$ cat src/rtl/count_min_sec_if.sv
// Control and display bundle of the minutes/seconds counter.
// The timekeeper takes the slave view; whoever drives the controls and
// reads the digits takes the master view.
interface count_min_sec_if;
  logic       run;
  logic       inc_min;
  logic       inc_hour;
  logic       clr_sec;
  logic       up24;
  logic       tick;
  logic [3:0] display1;
  logic [3:0] display2;
  logic [3:0] sec_units;
  logic [3:0] sec_tens;

  modport slave (
    input  run, inc_min, inc_hour, clr_sec,
    output up24, tick, display1, display2, sec_units, sec_tens
  );

  modport master (
    output run, inc_min, inc_hour, clr_sec,
    input  up24, tick, display1, display2, sec_units, sec_tens
  );
endinterface

$ cat src/rtl/count_min_sec.sv
// Upstream timekeeping stage. It divides ck down to a 1 s tick, keeps the
// BCD seconds and minutes, and pulses up24 to advance the hours counter.
// The user controls (run, inc_min, inc_hour, clr_sec) act on the edge
// where they are sampled high.
module count_min_sec #(
  parameter int TICK_DIV = 100000000
) (
  input logic           ck,
  input logic           rst,
  count_min_sec_if.slave bus
);

  localparam int             PW      = $clog2(TICK_DIV);
  localparam logic [PW-1:0]  PRE_MAX = PW'(TICK_DIV - 1);

  logic [PW-1:0] pre, pre_nxt;
  logic [3:0]    su, st, mu, mt;
  logic [3:0]    su_nxt, st_nxt, mu_nxt, mt_nxt;
  logic          tick_en, sec_carry, min_adv, min_wrap, min_carry;
  logic          up24_q, tick_q;

  // Next state for the prescaler and both BCD digit pairs.
  // clr_sec beats a coincident tick, and a coincident inc_min absorbs a
  // seconds carry, so minutes advance by one and never raise min_carry.
  // The >= compares keep every digit inside its legal range.
  always_comb begin
    pre_nxt   = pre;
    su_nxt    = su;
    st_nxt    = st;
    mu_nxt    = mu;
    mt_nxt    = mt;
    sec_carry = 1'b0;
    tick_en   = bus.run && (pre >= PRE_MAX) && !bus.clr_sec;

    if (bus.clr_sec)
      pre_nxt = '0;
    else if (bus.run)
      pre_nxt = (pre >= PRE_MAX) ? '0 : pre + PW'(1);

    if (bus.clr_sec) begin
      su_nxt = 4'd0;
      st_nxt = 4'd0;
    end else if (tick_en) begin
      if (su >= 4'd9) begin
        su_nxt = 4'd0;
        if (st >= 4'd5) begin
          st_nxt    = 4'd0;
          sec_carry = 1'b1;
        end else begin
          st_nxt = st + 4'd1;
        end
      end else begin
        su_nxt = su + 4'd1;
      end
    end

    min_adv   = sec_carry || bus.inc_min;
    min_wrap  = (mu >= 4'd9) && (mt >= 4'd5);
    min_carry = sec_carry && !bus.inc_min && min_wrap;

    if (min_adv) begin
      if (mu >= 4'd9) begin
        mu_nxt = 4'd0;
        mt_nxt = (mt >= 4'd5) ? 4'd0 : mt + 4'd1;
      end else begin
        mu_nxt = mu + 4'd1;
      end
    end
  end

  // State register; rst overrides every control, including a live pulse.
  always_ff @(posedge ck) begin
    if (rst) begin
      pre    <= '0;
      su     <= 4'd0;
      st     <= 4'd0;
      mu     <= 4'd0;
      mt     <= 4'd0;
      up24_q <= 1'b0;
      tick_q <= 1'b0;
    end else begin
      pre    <= pre_nxt;
      su     <= su_nxt;
      st     <= st_nxt;
      mu     <= mu_nxt;
      mt     <= mt_nxt;
      up24_q <= min_carry || bus.inc_hour;
      tick_q <= tick_en;
    end
  end

  assign bus.up24      = up24_q;
  assign bus.tick      = tick_q;
  assign bus.display1  = mu;
  assign bus.display2  = mt;
  assign bus.sec_units = su;
  assign bus.sec_tens  = st;

endmodule
$ cat src/flat_wrapper.sv
// flat-port wrapper written by rule: the top's interface ports become plain ports
module count_min_sec_flat 
#(
  parameter int TICK_DIV = 100000000
)
  (ck, rst, bus_run, bus_inc_min, bus_inc_hour, bus_clr_sec, bus_up24, bus_tick, bus_display1, bus_display2, bus_sec_units, bus_sec_tens);
  count_min_sec_if bus_i ();
  input logic ck;
  input logic rst;
  input wire logic [$bits(bus_i.run)-1:0] bus_run;
  input wire logic [$bits(bus_i.inc_min)-1:0] bus_inc_min;
  input wire logic [$bits(bus_i.inc_hour)-1:0] bus_inc_hour;
  input wire logic [$bits(bus_i.clr_sec)-1:0] bus_clr_sec;
  output wire logic [$bits(bus_i.up24)-1:0] bus_up24;
  output wire logic [$bits(bus_i.tick)-1:0] bus_tick;
  output wire logic [$bits(bus_i.display1)-1:0] bus_display1;
  output wire logic [$bits(bus_i.display2)-1:0] bus_display2;
  output wire logic [$bits(bus_i.sec_units)-1:0] bus_sec_units;
  output wire logic [$bits(bus_i.sec_tens)-1:0] bus_sec_tens;
  assign bus_i.run = bus_run;
  assign bus_i.inc_min = bus_inc_min;
  assign bus_i.inc_hour = bus_inc_hour;
  assign bus_i.clr_sec = bus_clr_sec;
  assign bus_up24 = bus_i.up24;
  assign bus_tick = bus_i.tick;
  assign bus_display1 = bus_i.display1;
  assign bus_display2 = bus_i.display2;
  assign bus_sec_units = bus_i.sec_units;
  assign bus_sec_tens = bus_i.sec_tens;
  count_min_sec #(.TICK_DIV(TICK_DIV)) u_core (.ck(ck), .rst(rst), .bus(bus_i));
endmodule
$ cat config.mk
export PLATFORM = sky130hd
export DESIGN_NAME = count_min_sec_flat
export DESIGN_NICKNAME = d
export VERILOG_FILES = /design/src/rtl/count_min_sec_if.sv /design/src/rtl/count_min_sec.sv /design/src/flat_wrapper.sv
export SDC_FILE = /design/constraint.sdc
export NUM_CORES = 1
export LEC_CHECK = 0
export CAP_MARGIN = 15
export CORE_MARGIN = 5
export CORE_UTILIZATION = 60
export CTS_BUF_LIST = sky130_fd_sc_hd__clkbuf_4
export DETAILED_ROUTE_END_ITERATION = 12
export HOLD_SLACK_MARGIN = 0.02
export PLACE_DENSITY_LB_ADDON = 0.12
export SETUP_SLACK_MARGIN = 0.2
export SKIP_CTS_REPAIR_TIMING = 1
export SLEW_MARGIN = 40
export SYNTH_ARGS = -nofsm -noshare
export SYNTH_HDL_FRONTEND = slang
export SYNTH_SLANG_ARGS = --single-unit
$ cat constraint.sdc
create_clock -name ck -period 3.8 [get_ports ck]
set_input_delay 0.38 -clock ck [delete_from_list [all_inputs] [get_ports ck]]
set_output_delay 0.38 -clock ck [all_outputs]
set_load 0.1 [all_outputs]
==> results of run 1 <==
-- worst max-delay path: cells and delay by family --
kind                   cells  cell delay [ns]
and+or+nand+nor            5             1.43
buffers and inverters      1             0.68
AOI/OAI and AO/OA          1             0.12
-- per-stage QoR --
stage	power [W]	instance area (um2)	instances	hold WS [ns]	utilization, %
floorplan	0.000525	2330	275	0.458	-
global placement	0.000538	2580	339	0.469	69.5
detailed placement	0.000536	2490	339	0.479	67.1
CTS	0.000749	2540	346	0.495	68.4
global route	0.000771	2540	346	0.527	68.4
finish	0.000740	2540	346	0.492	68.4
-- flip-flops by register name, summed over array words and instances (netlist names) --
name and cells:
u_core.bus.tick 1, u_core.bus.display1 4, u_core.bus.up24 1, u_core.bus.sec_tens 4, u_core.bus.display2 4, u_core.pre 27
u_core.bus.sec_units 4
-- routing by layer --
layer | global-route usage, % | wire [um]
met5 | 0 | 0
met4 | 5.85 | 57
met3 | 4.85 | 221
met2 | 31.2 | 2150
met1 | 24.1 | 2070
-- path summary, 6_finish.rpt --
check,cells after the start,slack [ns],to
worst max register to register,7,1.55,u_core.pre[26]
worst min-delay path,2,0.49,u_core.pre[23]
worst min register to register,2,0.49,u_core.pre[23]
worst max-delay path,7,1.47,u_core.pre[23]
-- cells in the final DEF, fill, tap and decap left out, types with 3 or more instances in the layout --
master and count:
clkdlybuf4s50_1 5, o211ai_1 3, nand2_1 20, o21ai_0 3
nand3_1 25, o2111ai_1 4, ha_1 13, xnor2_1 9
nand2b_1 4, buf_2 18, xor2_1 17, a21oi_1 19
inv_1 14, and3_1 6, nand4_1 6, dfxtp_1 45
nor3_1 5, clkbuf_4 6, nor2_1 42
-- final cells by class --
type                            count  area, um2
Sequential cell                    45        901
Clock buffer                        6       45.0
Clock inverter                      1       3.75
Tap cell                           48       60.1
Timing Repair Buffer               23        140
Inverter                           14       52.6
Multi-Input combinational cell    209       1340
Fill cell                         304       1170
-- cell usage after synthesis, drive strengths merged, types with 5 or more instances --
library cell	number	area share (%)
inv	14	2.3
ha	13	7.0
and3	6	1.6
nand2	21	3.5
nor3	5	1.1
nor2	42	6.8
a21oi	20	4.5
buf	5	1.1
nand3	25	5.4
xor2	17	6.4
dfxtp	45	39
xnor2	9	3.4
nand4	7	2.2
-- power groups by stage --
stage | Sequential [W] | Combinational (W) | Clock [W]
global placement | 0.000489 | 0.0000485 | 0
global route | 0.000479 | 0.0000503 | 0.000241
floorplan | 0.000504 | 0.0000203 | 0
finish | 0.000479 | 0.0000468 | 0.000215
detailed placement | 0.000489 | 0.0000466 | 0
CTS | 0.000479 | 0.0000468 | 0.000224
-- cell families after synthesis --
family,count (synthesis)
adder cells (fa/ha/maj),13
buffers and inverters,21
AO/OA/AOI/OAI,47
XOR/XNOR,26
multiplexers,1
flip-flops,45
AND/OR/NAND/NOR,122
==> run metrics, run 1 <==
sequential power share roughly 65%; CP arrival 2.62 ns; Die W 72.3 um; DRT iter0 DRCs 94; clock buffer depth 2; # rows 22; # setup viols final 0; Post-Synthesis Cells 275; global-route usage over all layers 18.9%; Post-synth EDFFs 0; max-cap violations 0; Starting Density 62.6%; Comb power frac 6.3%; crit path kind input port to register; WL/cell about 13 um; Reg2Reg Launch Point u_core.pre[0]; run status finished, final reports clean; combinational family with the most area after synthesis simple AND/OR/NAND/NOR gates; Seq/Total Area, Yosys around 39%; vias per inst 5.60; Synth Area in Compound Gates between 10% and 20%; vias in the first global route 1791; Lkg Pwr roughly 0.92 nW; final hold viol count 0; Worst EP required 4.09 ns; pin count of the biggest net entering global routing 27; nets@finish 317; grt ovf 0; Netlist cell types 50; n_diodes 0; post-synthesis simple-gate area fraction 26.2%; Startpoint Class input port; RSZ-0062 raised after global routing false; Sw Share between 20% and 30%; Root Buffer clkbuf_4; hold_sp u_core.pre[23]; CP Cell Sequence clkdlybuf4s50_1 -> and3_1 -> or3b_1 -> nor4_2 -> nand2_1 -> or2_1 -> a21oi_2; P_int about 0.00056 W; DP HPWL 3.28 mm; H-tree Lvls 2; post-synthesis mux area share 0.430%; syn_area_per_cell 8.46 um2; critical path startpoint bus_run; VDD IR max 0.205 mV; FF+latch count, synth 45; Post-Route Skew 0.00909 ns; IO Pins 24; CP endpoint kind register; PD cells about 300 mW/mm2; Setup WS post-layout 1.47 ns; Slew @ Worst Pin 0.549 ns; adder-cell share of the synthesized area 6.99%; DRC 0; share of layout cells above drive strength 1 12.8%; vias post-DR 1938; Slowest-stage cell, CP clkdlybuf4s50_1; hold crit path type register to register; Max Clk Rate roughly 0.43 GHz; main flop type after synthesis dfxtp_1; Tmin final 2.33 ns; clk sinks 45; Synth Cell Area 0.00233 mm2; CTS tree built; die height around 72 um; first-pass GRT wire length around 8 mm; antenna violation net count after detailed routing 0; Setup TNS 0 ns; Post-Syn Nets 294; GPL Wtd Cong around 0.78; DRT Wirelength between 4 and 5 mm; CTS Buf Count 5; async set-reset flop share out of synthesis 0%; port bufs 23; synth-to-layout area growth 9.25%; clock share of power 29.1%; clk slew on worst S/H paths 0.12 ns; Die ar. 0.00522 mm2; delay of the slowest critical-path stage 0.68 ns; XOR/XNOR Fraction of Synth Area 9.79%; NetSw 0.000179 W; synthesis warning total 0; CP Max Fanout 10; Rel. slew slack 63.1%; clk_lat worst skew 0.35 ns; Slew Viols, Final 0; DRT Pass-1 Iters 4; placeable core area 0.00372 mm2; part of the cycle the worst path needs 61.3%; initial antenna violation count 0; pre-CTS WS 1.11 ns
(Power assumes the default switching activity.)
==> run 2: changes to the inputs <==
Settings changed: CORE_UTILIZATION 60 to 58.
Clock period 3.8 ns to 2.3 ns, I/O delays scaled along.
==> run metrics, run 2 (synthesis results as in run 1) <==
run status finished, final reports clean; VDD IR max 0.351 mV (+72%); Rel. slew slack 72.9% (+9.8 points); share of layout cells above drive strength 1 20.9% (+8.1 points); placeable core area 0.00394 mm2 (+6.1%); highest routed layer met4; clock share of power 29.7% (+0.6 points); # rows 23 (+4.5%); clk_lat worst skew 0.36 ns (about the same); Lkg Pwr 1.02 nW (+11%); DP HPWL 3.48 mm (+6.1%); max reg flops 27 (unchanged); pin count of the biggest net entering global routing 27 (unchanged); max-cap violations 0 (unchanged); DRT Wirelength 4.58 mm (+2.1%); Startpoint Class register; routed wl met3 184 um (-17%); WL/cell 12.7 um (-2.1%); n_diodes 0 (unchanged); final hold viol count 0 (unchanged); Slew Viols, Final 0 (unchanged); crit path kind register to register; vias per inst 5.60 (about the same); CTS Buf Count 5 (unchanged); Max Clk Rate 0.504 GHz; vias in the first global route 1765 (-1.5%); port bufs 23 (unchanged); clk slew on worst S/H paths 0.14 ns (+0.02 ns); sequential power share 63.0% (-1.6 points); Worst EP required 2.59 ns (-1.50 ns); clk sinks 45 (unchanged); DRT iter0 DRCs 114 (+21%); P_int 0.000927 W (+65%); die height 73.3 um (+1.5%); antenna violation net count after detailed routing 0 (unchanged); DRC 0 (unchanged); pre-CTS WS 0.0872 ns (-1.03 ns); met2 routed WL 2.22 mm (+3.6%); CP arrival 2.28 ns (-0.34 ns); # setup viols final 0 (unchanged); CP Max Fanout 5 (-5); DRT met1 WL 2.12 mm (+2.9%); grt ovf 0 (unchanged); Reg area 925 um2 (+2.6%); Sw Share 25.6% (+1.4 points); part of the cycle the worst path needs 86.2%; Tmin final 1.98 ns; H-tree Lvls 2 (unchanged); largest reg by FF count u_core.pre; DRT Pass-1 Iters 4 (unchanged); Root Buffer clkbuf_4; IO Pins 24 (unchanged); CP endpoint kind register; synth-to-layout area growth 18.8%; Slew @ Worst Pin 0.403 ns (-0.146 ns); initial antenna violation count 0 (unchanged); first-pass GRT wire length 7.89 mm (-1.3%); global-route usage over all layers 18.4% (-0.52 points); commonest non-fill, non-tap cell in the layout nor2_1; CTS tree built; clock buffer depth 2 (unchanged); nets@finish 329 (+3.8%); Die ar. 0.00538 mm2 (+3.0%); Comb power frac 7.3% (+1.0 points); NetSw 0.000319 W (+78%); most frequent cells in the layout nor2_1, dfxtp_1, buf_4; Setup TNS 0 ns (unchanged); Starting Density 59.0% (-3.6 points); Post-Route Skew 0.0165 ns (+0.00739 ns); GPL Wtd Cong 0.810 (+3.7%); Die W 73.3 um (+1.5%); Layout Utilization 70.1% (+1.7 points); PD cells 451 mW/mm2 (+55%); vias post-DR 2022 (+4.3%); hold crit path type input port to register; Setup WS post-layout 0.317 ns (-1.15 ns); Multi-input gate area 0.00138 mm2 (+3.2%); RSZ-0062 raised after global routing false; FILL cells 316 (+3.9%)
==> run 2: metal layers <==
metal  vias up  global-route usage (%)
li1       1031                       -
met1       953                    23.6
met2        31                    30.6
met3         7                    4.24
met4         0                    5.84
met5         -                       0
==> run 2: final timing paths <==
check / endpoint / depth (start not counted) / from / slack, ns
worst max register to register: u_core.bus.sec_units[2] / 6 / u_core.pre[26] / 0.32
worst min register to register: u_core.pre[23] / 2 / u_core.pre[23] / 0.50
worst min-delay path: u_core.bus.up24 / 3 / bus_inc_hour / 0.47
worst max-delay path: u_core.bus.sec_units[2] / 6 / u_core.pre[26] / 0.32
==> run 2: power by group through the flow <==
| stage | Combinational (W) | Clock [W] | Sequential, W |
|---|---|---|---|
| after floorplan | 0.0000335 | 0 | 0.000830 |
| after global placement | 0.0000909 | 0 | 0.000803 |
| after global routing | 0.0000982 | 0.000421 | 0.000787 |
| after detailed placement | 0.0000913 | 0 | 0.000803 |
| final | 0.0000911 | 0.000370 | 0.000786 |
| after CTS | 0.0000916 | 0.000384 | 0.000786 |
==> run 2: critical path, cell delays in order (launching register included) <==
cell and delay [ns]:
dfxtp_1 0.44, nand4_1 0.19, o311ai_2 0.28, o211a_2 0.30, nor2_1 0.08, or4_1 0.50
a21oi_1 0.14
==> run 2: layout make-up <==
cell class                      count  area share, %
Tap cell                           50           2.26
Multi-Input combinational cell    209           50.0
Inverter                           14           1.90
Timing Repair Buffer               35           10.4
Clock inverter                      3          0.634
Clock buffer                        5           1.36
Sequential cell                    45           33.5
==> run 2: stage by stage <==
stage          hold slack [ns]  cells  cell area (um2)  power, W
2_1_floorplan            0.347    275             2350  0.000863
3_3_place_gp             0.474    353             2670  0.000894
3_5_place_dp             0.479    353             2670  0.000894
4_1_cts                  0.469    361             2720   0.00126
5_1_grt                  0.510    361             2760   0.00131
6_report                 0.473    361             2760   0.00125
==> run 3: changes to the inputs <==
Settings changed: ABC_CLOCK_PERIOD_IN_PS from default to 2300, SLEW_MARGIN 40 to default.
==> results of run 3 <==
Final layout, timing and power as in run 2 (identical DEF).
